File: src/rtl/piso_shift_tx_pkg.sv
// Shared types and helpers for the parallel-in, serial-out shift transmitter.
// The FSM encoding and the counter width rule live here so every file agrees on them.
package piso_pkg;

  typedef enum logic {
    ST_IDLE  = 1'b0,
    ST_SHIFT = 1'b1
  } state_t;

  function automatic int CNT_W(input int width);
    return $clog2(width);
  endfunction

endpackage

File: src/rtl/piso_shift_tx_if.sv
// Parallel load handshake plus serial-side outputs of the shift transmitter.
// The master side offers words and watches the serial stream; the transmitter is the slave.
interface piso_shift_tx_if #(
  parameter int WIDTH = 8
);
  import piso_pkg::*;

  logic             load_valid;
  logic             load_ready;
  logic [WIDTH-1:0] load_data;
  logic             ser_out;
  logic             ser_valid;
  logic             frame;
  logic             busy;
  logic             done;

  modport master (
    output load_valid, load_data,
    input  load_ready, ser_out, ser_valid, frame, busy, done
  );

  modport slave (
    input  load_valid, load_data,
    output load_ready, ser_out, ser_valid, frame, busy, done
  );

endinterface

File: src/rtl/piso_shift_tx_dff.sv
// Single-bit D flip-flop with asynchronous active-low reset to RST_VAL.
// Every storage bit of the transmitter is built from this cell.
module dff_arn #(
  parameter logic RST_VAL = 1'b0
) (
  input  logic clk,
  input  logic rst_n,
  input  logic d,
  output logic q
);

  always_ff @(posedge clk or negedge rst_n) begin
    if (!rst_n) q <= RST_VAL;
    else        q <= d;
  end

endmodule

File: src/rtl/piso_shift_tx.sv
// Parallel-in, serial-out transmitter: takes a word on a valid/ready handshake and
// shifts it out one bit per clock, with a frame marker on the first bit and a done pulse after the last.
module piso_shift_tx
  import piso_pkg::*;
#(
  parameter int WIDTH     = 8,
  parameter bit LSB_FIRST = 1'b1,
  parameter bit IDLE_LVL  = 1'b0
) (
  input  logic           clk,
  input  logic           rst_n,
  piso_shift_tx_if.slave bus
);

  localparam int            CW      = CNT_W(WIDTH);
  localparam logic [CW-1:0] CNT_MAX = CW'(WIDTH - 1);

  logic [WIDTH-1:0] sreg;
  logic [WIDTH-1:0] sreg_d;
  logic [CW-1:0]    cnt;
  logic [CW-1:0]    cnt_d;
  logic             state_q;
  state_t           state;
  state_t           state_d;
  logic             done_q;
  logic             ready_en;
  logic             shifting;
  logic             last_bit;
  logic             xfer;

  assign state    = state_q ? ST_SHIFT : ST_IDLE;
  assign shifting = (state == ST_SHIFT);
  assign last_bit = shifting && (cnt == '0);

  // ready_en holds load_ready low through reset and releases it on the first edge afterwards.
  assign bus.load_ready = ready_en && (!shifting || last_bit);
  assign xfer           = bus.load_valid && bus.load_ready;

  // A transfer wins over shifting, so a load in the last-bit cycle restarts the word with no gap.
  always_comb begin
    sreg_d  = sreg;
    cnt_d   = cnt;
    state_d = state;
    if (xfer) begin
      sreg_d  = bus.load_data;
      cnt_d   = CNT_MAX;
      state_d = ST_SHIFT;
    end else if (shifting) begin
      sreg_d = LSB_FIRST ? (sreg >> 1) : (sreg << 1);
      if (last_bit) state_d = ST_IDLE;
      else          cnt_d   = cnt - CW'(1);
    end
  end

  for (genvar i = 0; i < WIDTH; i++) begin : g_sreg
    dff_arn #(.RST_VAL(1'b0)) u_bit (
      .clk  (clk),
      .rst_n(rst_n),
      .d    (sreg_d[i]),
      .q    (sreg[i])
    );
  end

  for (genvar i = 0; i < CW; i++) begin : g_cnt
    dff_arn #(.RST_VAL(1'b0)) u_bit (
      .clk  (clk),
      .rst_n(rst_n),
      .d    (cnt_d[i]),
      .q    (cnt[i])
    );
  end

  dff_arn #(.RST_VAL(1'b0)) u_state (
    .clk  (clk),
    .rst_n(rst_n),
    .d    (state_d == ST_SHIFT),
    .q    (state_q)
  );

  dff_arn #(.RST_VAL(1'b0)) u_done (
    .clk  (clk),
    .rst_n(rst_n),
    .d    (last_bit),
    .q    (done_q)
  );

  dff_arn #(.RST_VAL(1'b0)) u_ready_en (
    .clk  (clk),
    .rst_n(rst_n),
    .d    (1'b1),
    .q    (ready_en)
  );

  assign bus.ser_out   = shifting ? (LSB_FIRST ? sreg[0] : sreg[WIDTH-1]) : IDLE_LVL;
  assign bus.ser_valid = shifting;
  assign bus.busy      = shifting;
  assign bus.frame     = shifting && (cnt == CNT_MAX);
  assign bus.done      = done_q;

endmodule

File: src/flat_wrapper.sv
// flat-port wrapper written by rule: the top's interface ports become plain ports
module piso_shift_tx_flat import piso_pkg::*;
#(
  parameter int WIDTH     = 8,
  parameter bit LSB_FIRST = 1'b1,
  parameter bit IDLE_LVL  = 1'b0
)
  (clk, rst_n, bus_load_valid, bus_load_data, bus_load_ready, bus_ser_out, bus_ser_valid, bus_frame, bus_busy, bus_done);
  piso_shift_tx_if #(.WIDTH(WIDTH)) bus_i ();
  input  logic clk;
  input  logic rst_n;
  input wire logic [$bits(bus_i.load_valid)-1:0] bus_load_valid;
  input wire logic [$bits(bus_i.load_data)-1:0] bus_load_data;
  output wire logic [$bits(bus_i.load_ready)-1:0] bus_load_ready;
  output wire logic [$bits(bus_i.ser_out)-1:0] bus_ser_out;
  output wire logic [$bits(bus_i.ser_valid)-1:0] bus_ser_valid;
  output wire logic [$bits(bus_i.frame)-1:0] bus_frame;
  output wire logic [$bits(bus_i.busy)-1:0] bus_busy;
  output wire logic [$bits(bus_i.done)-1:0] bus_done;
  assign bus_i.load_valid = bus_load_valid;
  assign bus_i.load_data = bus_load_data;
  assign bus_load_ready = bus_i.load_ready;
  assign bus_ser_out = bus_i.ser_out;
  assign bus_ser_valid = bus_i.ser_valid;
  assign bus_frame = bus_i.frame;
  assign bus_busy = bus_i.busy;
  assign bus_done = bus_i.done;
  piso_shift_tx #(.WIDTH(WIDTH), .LSB_FIRST(LSB_FIRST), .IDLE_LVL(IDLE_LVL)) u_core (.clk(clk), .rst_n(rst_n), .bus(bus_i));
endmodule
File: config.mk
export PLATFORM = sky130hd
export DESIGN_NAME = piso_shift_tx_flat
export DESIGN_NICKNAME = d
export VERILOG_FILES = /design/src/rtl/piso_shift_tx_pkg.sv /design/src/rtl/piso_shift_tx_if.sv /design/src/rtl/piso_shift_tx_dff.sv /design/src/rtl/piso_shift_tx.sv /design/src/flat_wrapper.sv
export SDC_FILE = /design/constraint.sdc
export NUM_CORES = 1
export LEC_CHECK = 0
export ABC_AREA = 1
export BUFFER_PORTS_ARGS = -buffer_cell sky130_fd_sc_hd__clkbuf_2
export CAP_MARGIN = 25
export CORE_MARGIN = 3
export CORE_UTILIZATION = 43
export CTS_CLUSTER_DIAMETER = 40
export CTS_CLUSTER_SIZE = 30
export DETAILED_ROUTE_END_ITERATION = 8
export GPL_TIMING_DRIVEN = 0
export PLACE_DENSITY = 0.72
export SLEW_MARGIN = 10
export SYNTH_ARGS = -nofsm -noshare
export SYNTH_HDL_FRONTEND = slang
export SYNTH_SLANG_ARGS = --single-unit
export TNS_END_PERCENT = 20
File: constraint.sdc
create_clock -name clk -period 1.2 [get_ports clk]
set_input_delay 0 -clock clk [delete_from_list [all_inputs] [get_ports clk]]
set_output_delay 0 -clock clk [all_outputs]
set_load 0.02 [all_outputs]
==> summary.md, run 1 <==
| Metric | Value |
|---|---|
| Synth Area in Simple Gates | 0.331 |
| Share of cells above drive strength 1 | 0.397 |
| Final net count | 146 |
| Min Tclk post-route | 1.42 ns |
| Post-DR wirelength/cell | 12.1 um |
| Core ar. | 1750 um2 |
| Clock power frac | 0.130 |
| Post-synthesis mux area share | 0 |
| First-pass GRT wire length | 3160 um |
| Worst Path Max Fanout | 4 |
| RePlAce Congestion | 0.719 |
| Area growth, synth to finish | 37.9% |
| Top cell by count, worst path | nand2_4 |
| Combinational Power Share | 0.574 |
| Fill cell count | 152 |
| Hold Vio Cnt, Final | 0 |
| Gate count of the mapped netlist | 101 |
| Critical path data arrival time | 1.42 ns |
| Worst-skew pair later-pin latency | 0.28 ns |
| Int Pwr | 1540 uW |
| CTS tree | yes |
| Vias in the first global route | 741 |
| Most frequent cells in the layout | nand2_1, clkbuf_2, dfrtp_1 |
| Routed vias/inst | 4.71 |
| DR iter-0 viols | 37 |
| CP endpoint kind | output pin |
| H-tree depth | 1 |
| Worst min path class | input port to register |
| Die span in x | 49.3 um |
| Hpwl dp | 1060 um |
| Max Clock Freq | 703 MHz |
| Fin crit share | 1.19 |
| # port buffers | 15 |
| Worst Path Required | 1.20 ns |
| GRT overflow | 0 |
| Run status | finished, violations left |
| Rows | 15 |
| CTS Buf Count | 3 |
| Static leakage | 0.000635 uW |
| Max Root-Sink Buffers | 2 |
| All-Layer GR Usage | 0.172 |
| CP Class | register to output pin |
| Crit-path cells | inv_2 -> ha_4 -> nand2_4 -> nand2_4 -> buf_6 -> inv_8 -> nor2_4 -> buf_8 |
| Synth cell types | 17 |
| Placed cell count | 141 |
| TritonCTS Sinks | 14 |
| Register area share after synthesis | 0.435 |
| Clock Tree Root | clkbuf_4 |
| RSZ-0062 raised after global routing | yes |
| Leading cell type in the layout, fill and taps excluded | nand2_1 |
| Syn Std Cell Area | 806 um2 |
| Die Ht | 49.3 um |
| Max stage delay on crit path | 0.40 ns |
| Maximum number of pins on one net before global-route repair | 15 |
| Drt first pass iters | 4 |
| Pwr Density | 2390 nW/um2 |
| I/O pin total | 17 |
| WHS | 0.0130 ns |
| Residual DRC count | 0 |
| Synth Area in XOR/XNOR | 0 |
| Largest family of logic cells by synthesized area | simple AND/OR/NAND/NOR gates |
| Critical-path top delay cell | dfrtp_1 |
| Yosys reg bits | 14 |
| Post-route ant nets | 0 |
| Antenna fix cells | 0 |
| P_sw | 1120 uW |
| Die ar. | 2430 um2 |
| Max Slew Vio Count | 0 |
| Synth Area in Compound Gates | 0.0280 |
| Final worst slack | -0.223 ns |
| Initial antenna violation count | 0 |
| Via count | 735 |
| Synth warnings | 0 |
| Clk slew on worst S/H paths | 0.09 ns |
| Routed Wire Length | 1880 um |
| Failing checks | negative setup slack |
| Initial Utilization | 0.462 |
| Clock skew | 0.00173 ns |
| Reg power frac | 0.296 |
| Avg Inst Size Synth | 7.98 um2 |
| Syn_nets | 115 |
| Adder-cell share of the synthesized area | 0.0466 |
| Final setup fails | 13 |
| Max cap viols | 0 |
| Non-Filler Instances | 156 |
| Setup crit start kind | register |
| VDD IR-drop max | 1140 uV |
| Switching fraction of total power | 0.421 |
[cell usage after synthesis]
cell type	instances	area, um2
nand2_1	37	139
dfrtp_1	14	350
inv_1	13	48.8
nand4_1	7	43.8
nand2_2	6	37.5
buf_6	5	56.3
nand3_1	5	25.0
ha_1	3	37.5
nor2_1	3	11.3
a21oi_2	1	8.76
buf_4	1	7.51
conb_1	1	3.75
inv_2	1	3.75
inv_6	1	8.76
nand3_2	1	10.0
o21ai_1	1	5.00
o21ai_2	1	8.76
[power by group through the flow]
stage / sequential (uW) / clock, uW / combinational [uW]
after floorplan: 790 / 0 / 826
after global placement: 778 / 0 / 1060
after detailed placement: 792 / 0 / 1080
after CTS: 779 / 353 / 1340
after global routing: 810 / 379 / 1680
final: 787 / 345 / 1530
[logic make-up (layout without fill, tap and decap cells)]
kind of cell / count (synthesis) / count (layout)
AND/OR/NAND/NOR: 59 / 59
buffers and inverters: 21 / 51
flip-flops: 14 / 14
adder cells (fa/ha/maj): 3 / 3
AO/OA/AOI/OAI: 3 / 3
other: 1 / 1
[layout make-up]
cell class / count / area [um2] / share of cell area
plain buffers: 6 / 63.8 / 0.0574
clock buffers: 4 / 36.3 / 0.0327
inverters: 15 / 63.8 / 0.0574
well taps: 25 / 31.3 / 0.0282
flip-flops and latches: 14 / 352 / 0.316
multi-input cells: 66 / 379 / 0.341
repair buffers: 26 / 185 / 0.167
[final timing paths]
kind                                       endpoint                startpoint  depth (start not counted)  slack, ns
setup / recovery                     bus_load_ready   u_core.g_cnt[0].u_bit.q                          8      -0.22
hold / removal             u_core.g_sreg[2].u_bit.q          bus_load_data[2]                          5       0.01
setup reg to reg           u_core.g_sreg[4].u_bit.q   u_core.g_cnt[0].u_bit.q                          9      -0.14
hold reg to reg            u_core.g_sreg[7].u_bit.q  u_core.g_sreg[7].u_bit.q                          2       0.49
max in group asynchronous          u_core.u_state.q                     rst_n                          2       0.77
min in group asynchronous   u_core.g_cnt[2].u_bit.q                     rst_n                          2       0.15
[what timing repair did]
| item | CTS | global route |
|---|---|---|
| resized for setup | 10 | 12 |
| hold buffers | 3 | 0 |
| buffers inserted | 6 | 1 |
| pin swaps | 0 | 4 |
| endpoints found under the setup margin | 14 | 15 |
| hold endpoints to repair | 16 | 0 |
| gates cloned | 1 | 0 |
[routing by layer]
layer,track usage,up-vias,part of all wire
li1,-,366,-
met3,0.0336,8,0.041
met2,0.281,26,0.51
met5,0,-,0
met1,0.205,335,0.42
met4,0.104,0,0.025
[sequential cells by signal, summed over array words and instances, names as in the netlist]
signal                 flops
u_core.g_cnt.u_bit.q       3
u_core.g_sreg.u_bit.q      8
u_core.u_done.q            1
u_core.u_ready_en.q        1
u_core.u_state.q           1
[critical path: cells and delay by family (launching register included)]
family / cells / cell delay, ns
DFF: 1 / 0.40
buffers and inverters: 4 / 0.37
adders and majority gates: 1 / 0.14
and+or+nand+nor: 3 / 0.23
[metrics by stage]
stage / util / setup WS [ns] / power, uW / cell area, um2 / setup TNS (ns)
6_report: 0.637 / -0.223 / 2660 / 1110 / -1.33
5_1_grt: 0.637 / -0.283 / 2870 / 1110 / -2.13
2_1_floorplan: - / 0.00545 / 1620 / 806 / 0
4_1_cts: 0.609 / -0.192 / 2470 / 1060 / -1.23
3_5_place_dp: 0.523 / -0.0967 / 1870 / 912 / -0.727
3_3_place_gp: 0.523 / -0.0614 / 1840 / 912 / -0.435
No activity file was read; power rests on OpenSTA's default activity.
==> run 2: changes to the inputs <==
--- a/config.mk
+++ b/config.mk
@@ -6,7 +6,7 @@
 export NUM_CORES = 1
 export LEC_CHECK = 0
 export ABC_AREA = 1
-export BUFFER_PORTS_ARGS = -buffer_cell sky130_fd_sc_hd__clkbuf_2
+export BUFFER_PORTS_ARGS = -buffer_cell sky130_fd_sc_hd__buf_4
 export CAP_MARGIN = 25
 export CORE_MARGIN = 3
 export CORE_UTILIZATION = 43
==> run 2 against run 1 <==
The flow still finishes with violations (negative setup slack). Setup slack gained 0.047 ns. Die area is the same. Clock skew grew 0.0022 ns. Worst hold slack gained 0.0026 ns. Fmax grew 3.4%. First-iteration DRC count shrank 68%. Largest power group unchanged. Highest routed layer is now met3.
==> summary.md, run 2 (synthesized netlist as in run 1, its figures left out) <==
| Metric | Value |
|---|---|
| Drt first pass iters | 4 |
| Via count | 743 |
| Clock skew | 0.00390 ns |
| Fin crit share | 1.15 |
| CTS tree | yes |
| Final setup fails | 14 |
| Min Tclk post-route | 1.38 ns |
| TritonCTS Sinks | 14 |
| RSZ-0062 raised after global routing | yes |
| Max stage delay on crit path | 0.40 ns |
| Critical path data arrival time | 1.38 ns |
| Run status | finished, violations left |
| RePlAce Congestion | 0.762 |
| Crit-path cells | inv_2 -> ha_4 -> nand2_4 -> nand2_4 -> buf_6 -> inv_6 -> nor2_4 -> buf_6 |
| GR Layer Usage met3 | 0.0275 |
| Final Core Density | 0.647 |
| DR iter-0 viols | 12 |
| # port buffers | 15 |
| Routed vias/inst | 4.73 |
| Maximum number of pins on one net before global-route repair | 15 |
| Max Clock Freq | 727 MHz |
| CP Class | register to output pin |
| Die Ht | 49.3 um |
| Max cap viols | 0 |
| Pwr Density | 2300 nW/um2 |
| Final instance area | 1130 um2 |
| First-pass GRT wire length | 2920 um |
| Die ar. | 2430 um2 |
| Residual DRC count | 0 |
| Vias in the first global route | 701 |
| GRT overflow | 0 |
| Initial Utilization | 0.462 |
| Antenna fix cells | 0 |
| Share of cells above drive strength 1 | 0.371 |
| Worst min path class | input port to register |
| Area growth, synth to finish | 40.1% |
| M2 GR Usage | 0.252 |
| Rows | 15 |
| Placed Area | 950 um2 |
| Failing checks | negative setup slack |
| VDD IR-drop max | 1130 uV |
| I/O pin total | 17 |
| Most frequent cells in the layout | nand2_1, buf_4, dfrtp_1 |
| Routed Wire Length | 1680 um |
| Final net count | 147 |
| Worst-skew pair later-pin latency | 0.28 ns |
| Max Slew Vio Count | 0 |
| Leading cell type in the layout, fill and taps excluded | nand2_1 |
| Post-DR wirelength/cell | 10.7 um |
| Final worst slack | -0.176 ns |
| Hold Vio Cnt, Final | 0 |
| Initial antenna violation count | 0 |
| Number of flip-flops in the largest register | 8 |
| Top Registers | u_core.g_sreg.u_bit.q x8, u_core.g_cnt.u_bit.q x3 |
| CTS Buf Count | 3 |
| Max Root-Sink Buffers | 2 |
| Critical-path top delay cell | dfrtp_1 |
| Core ar. | 1750 um2 |
| Busiest grt layer | met2 |
| Largest reg by FF count | u_core.g_sreg.u_bit.q |
| All-Layer GR Usage | 0.157 |
| Hpwl dp | 1060 um |
| Static leakage | 0.000637 uW |
| Clock Tree Root | clkbuf_4 |
| Worst Path Required | 1.20 ns |
| H-tree depth | 1 |
| Clk slew on worst S/H paths | 0.09 ns |
| Post-route ant nets | 0 |
| Die span in x | 49.3 um |
| Met1 Resource Use GR | 0.189 |
| Setup crit start kind | register |
| Post-placement setup slack | -0.111 ns |
| Worst Path Max Fanout | 6 |
| CP endpoint kind | output pin |
run 2: cell types whose count changed in the layout (fill, tap and decap cells not counted), sizes merged:
cell	before	now
buf	16	29
clkbuf	17	4
dlygate4sd3	3	4
run 2: metal layers:
metal  wire [um]  up-vias  share of wire
met3          60        0          0.036
met1         764      353           0.46
li1            -      370              -
met2         854       20           0.51
met4           0        0              0
met5           0        -              0
run 2: timing repair:
| action | CTS | global route |
|---|---|---|
| pin swaps | 0 | 1 |
| endpoints found under the setup margin | 14 | 15 |
| gates resized for setup | 9 | 4 |
| gates cloned | 1 | 0 |
| hold buffers | 4 | 0 |
| hold endpoints to repair | 17 | 0 |
| buffers inserted | 6 | 1 |
run 2: report_power, final:
group	switching [uW]	internal, uW
Sequential	129	660
Clock	156	185
Combinational	766	701
Total	1050	1550
run 2: area by class of cell:
cell class                 count  area, um2
inverter                      15       61.3
clock buffer                   4       36.3
fill                         159        617
timing repair buffer          27        224
tap                           25       31.3
buffer                         6       63.8
sequential                    14        352
multi-input combinational     66        360
run 2: worst paths after layout:
kind / cells after the start / from / slack, ns / endpoint
worst min-delay path: 5 / bus_load_data[2] / 0.02 / u_core.g_sreg[2].u_bit.q
worst max-delay path: 8 / u_core.g_cnt[0].u_bit.q / -0.18 / bus_load_ready
worst max register to register: 9 / u_core.g_cnt[0].u_bit.q / -0.15 / u_core.g_sreg[6].u_bit.q
max in group asynchronous: 2 / rst_n / 0.91 / u_core.u_state.q
min in group asynchronous: 2 / rst_n / 0.10 / u_core.g_cnt[0].u_bit.q
worst min register to register: 2 / u_core.g_sreg[2].u_bit.q / 0.49 / u_core.g_sreg[2].u_bit.q
run 2: worst max-delay path, delay by kind of cell, from the launching register on:
family / cells / cell delay, ns
flops: 1 / 0.40
buf+inv: 4 / 0.36
simple gates: 3 / 0.19
fa+ha+maj: 1 / 0.14
run 2: per-stage QoR:
| step | hold WS, ns | setup TNS, ns | instances | total power [uW] |
|---|---|---|---|---|
| CTS | 0.00684 | -1.26 | 156 | 2530 |
| detailed placement | -0.137 | -0.958 | 141 | 1930 |
| global route | 0.0132 | -2.74 | 157 | 2840 |
| floorplan | -0.296 | 0 | 101 | 1620 |
| finish | 0.0156 | -1.52 | 157 | 2600 |
| global placement | -0.140 | -0.561 | 141 | 1890 |
==> run 3: changes to the inputs <==
--- a/config.mk
+++ b/config.mk
@@ -19,4 +19,3 @@
 export SYNTH_ARGS = -nofsm -noshare
 export SYNTH_HDL_FRONTEND = slang
 export SYNTH_SLANG_ARGS = --single-unit
-export TNS_END_PERCENT = 20
==> run 3 against run 2 <==
The flow still finishes with violations (negative setup slack). Flip-flop and latch count is the same. Die area stayed put. Critical path depth did not move. Clock-buffer cell count unchanged. Critical path type unchanged. Critical endpoint unchanged.
==> summary.md, run 3 (synthesized netlist as in run 1, its figures left out) <==
| Metric | Value |
|---|---|
| Fin crit share | 1.16 |
| R2r worst-path depth | 9 |
| Pwr Density | 2310 nW/um2 |
| Rows | 15 |
| Hold Path Stages | 5 |
| Via count | 744 |
| Number of flip-flops in the largest register | 8 |
| WHS | 0.00812 ns |
| GRT overflow | 0 |
| P_sw | 1060 uW |
| Max Clock Freq | 721 MHz |
| Hold Vio Cnt, Final | 0 |
| PnR Total Power | 2620 uW |
| Clk slew on worst S/H paths | 0.09 ns |
| Failing checks | negative setup slack |
| CP Class | register to output pin |
| Final setup fails | 14 |
| Max cap viols | 0 |
| Reg power frac | 0.298 |
| Setup crit start kind | register |
| Worst Path Max Fanout | 6 |
| Final Core Density | 0.649 |
| Largest reg by FF count | u_core.g_sreg.u_bit.q |
| Area growth, synth to finish | 40.5% |
| Die ar. | 2430 um2 |
| Min Tclk post-route | 1.39 ns |
| Max Root-Sink Buffers | 2 |
| Final worst slack | -0.187 ns |
| CP endpoint kind | output pin |
| Vias in the first global route | 701 |
| Drt first pass iters | 4 |
| Final net count | 148 |
| Initial antenna violation count | 0 |
| Die span in x | 49.3 um |
| Core ar. | 1750 um2 |
| VDD IR-drop max | 1130 uV |
| Switching fraction of total power | 0.406 |
| Share of cells above drive strength 1 | 0.376 |
| CTS Buf Count | 3 |
| Worst Path Required | 1.20 ns |
| Clock Tree Root | clkbuf_4 |
| Routed Wire Length | 1710 um |
| Hpwl dp | 1060 um |
| I/O pin total | 17 |
| Final instance area | 1130 um2 |
| RePlAce Congestion | 0.762 |
| Static leakage | 0.000641 uW |
| Post-Route Setup TNS | -1.59 ns |
| Antenna fix cells | 0 |
| Residual DRC count | 0 |
| Placed Area | 950 um2 |
| Run status | finished, violations left |
| Fill cell count | 154 |
| H-tree depth | 1 |
| Worst min path class | input port to register |
| Clock skew | 0.00365 ns |
| Die Ht | 49.3 um |
| Worst-skew pair later-pin latency | 0.29 ns |
| # port buffers | 15 |
| RSZ-0062 raised after global routing | yes |
| Critical path data arrival time | 1.39 ns |
| Top Registers | u_core.g_sreg.u_bit.q x8, u_core.g_cnt.u_bit.q x3 |
| TritonCTS Sinks | 14 |
| Initial Utilization | 0.462 |
| CTS tree | yes |
| Post-route ant nets | 0 |
| Max Slew Vio Count | 0 |
| All-Layer GR Usage | 0.157 |
| Routed vias/inst | 4.71 |
| First-pass GRT wire length | 2910 um |
| Maximum number of pins on one net before global-route repair | 15 |
| Most frequent cells in the layout | nand2_1, buf_4, dfrtp_1 |
| Clock power frac | 0.132 |
| Combinational Power Share | 0.570 |
| Post-DR wirelength/cell | 10.8 um |
| DR iter-0 viols | 9 |
| Leading cell type in the layout, fill and taps excluded | nand2_1 |
| Int Pwr | 1560 uW |
==> run 3: cell count changes in the layout (fill, tap and decap cells not counted) <==
cell,change
buf_4,+2
buf_6,-1
==> run 3: area by class of cell <==
cell class	count	area, um2	share of cell area
inverters	15	61.3	0.0541
flip-flops and latches	14	352	0.310
clock buffers	4	36.3	0.0320
plain buffers	6	63.8	0.0564
multi-input cells	66	360	0.318
well taps	25	31.3	0.0276
repair buffers	28	228	0.201
==> run 3: critical path, cell delays in order (launching register included) <==
cell and delay [ns]:
dfrtp_1 0.40, inv_2 0.09, ha_4 0.14, nand2_4 0.06, nand2_4 0.06, buf_6 0.11, inv_6 0.04, nor2_4 0.08
buf_6 0.12
==> run 3: power groups by stage <==
stage / clock network [uW] / logic [uW] / registers (uW)
after global routing: 383 / 1670 / 804
after CTS: 357 / 1400 / 776
after global placement: 0 / 1110 / 781
final: 347 / 1490 / 780
after detailed placement: 0 / 1140 / 790
after floorplan: 0 / 826 / 790
==> run 3: timing repair <==
action,4_1_cts,5_1_grt
gates cloned,1,0
gates resized for setup,9,3
pin swaps,0,1
buffers inserted,6,2
setup endpoints to repair,14,15
hold buffers,4,0
endpoints found under the hold margin,17,0
==> run 3: final timing paths <==
path	from	to	slack, ns
min in group asynchronous	rst_n	u_core.g_cnt[0].u_bit.q	0.09
hold / removal	bus_load_data[2]	u_core.g_sreg[2].u_bit.q	0.008
hold reg to reg	u_core.g_sreg[2].u_bit.q	u_core.g_sreg[2].u_bit.q	0.49
setup / recovery	u_core.g_cnt[0].u_bit.q	bus_load_ready	-0.19
setup reg to reg	u_core.g_cnt[0].u_bit.q	u_core.g_sreg[6].u_bit.q	-0.15
max in group asynchronous	rst_n	u_core.u_state.q	0.92
==> run 3: metrics by stage <==
step,cells,setup slack (ns)
3_5_place_dp,141,-0.111
2_1_floorplan,101,0.00545
5_1_grt,158,-0.265
4_1_cts,156,-0.171
3_3_place_gp,141,-0.0779
6_report,158,-0.187
==> run 3: per-layer routing <==
layer	vias to the layer above	wire length, um	track usage
li1	372	-	-
met2	13	856	0.250
met3	2	32	0.0275
met1	357	804	0.191
met5	-	0	0
met4	0	17	0.104
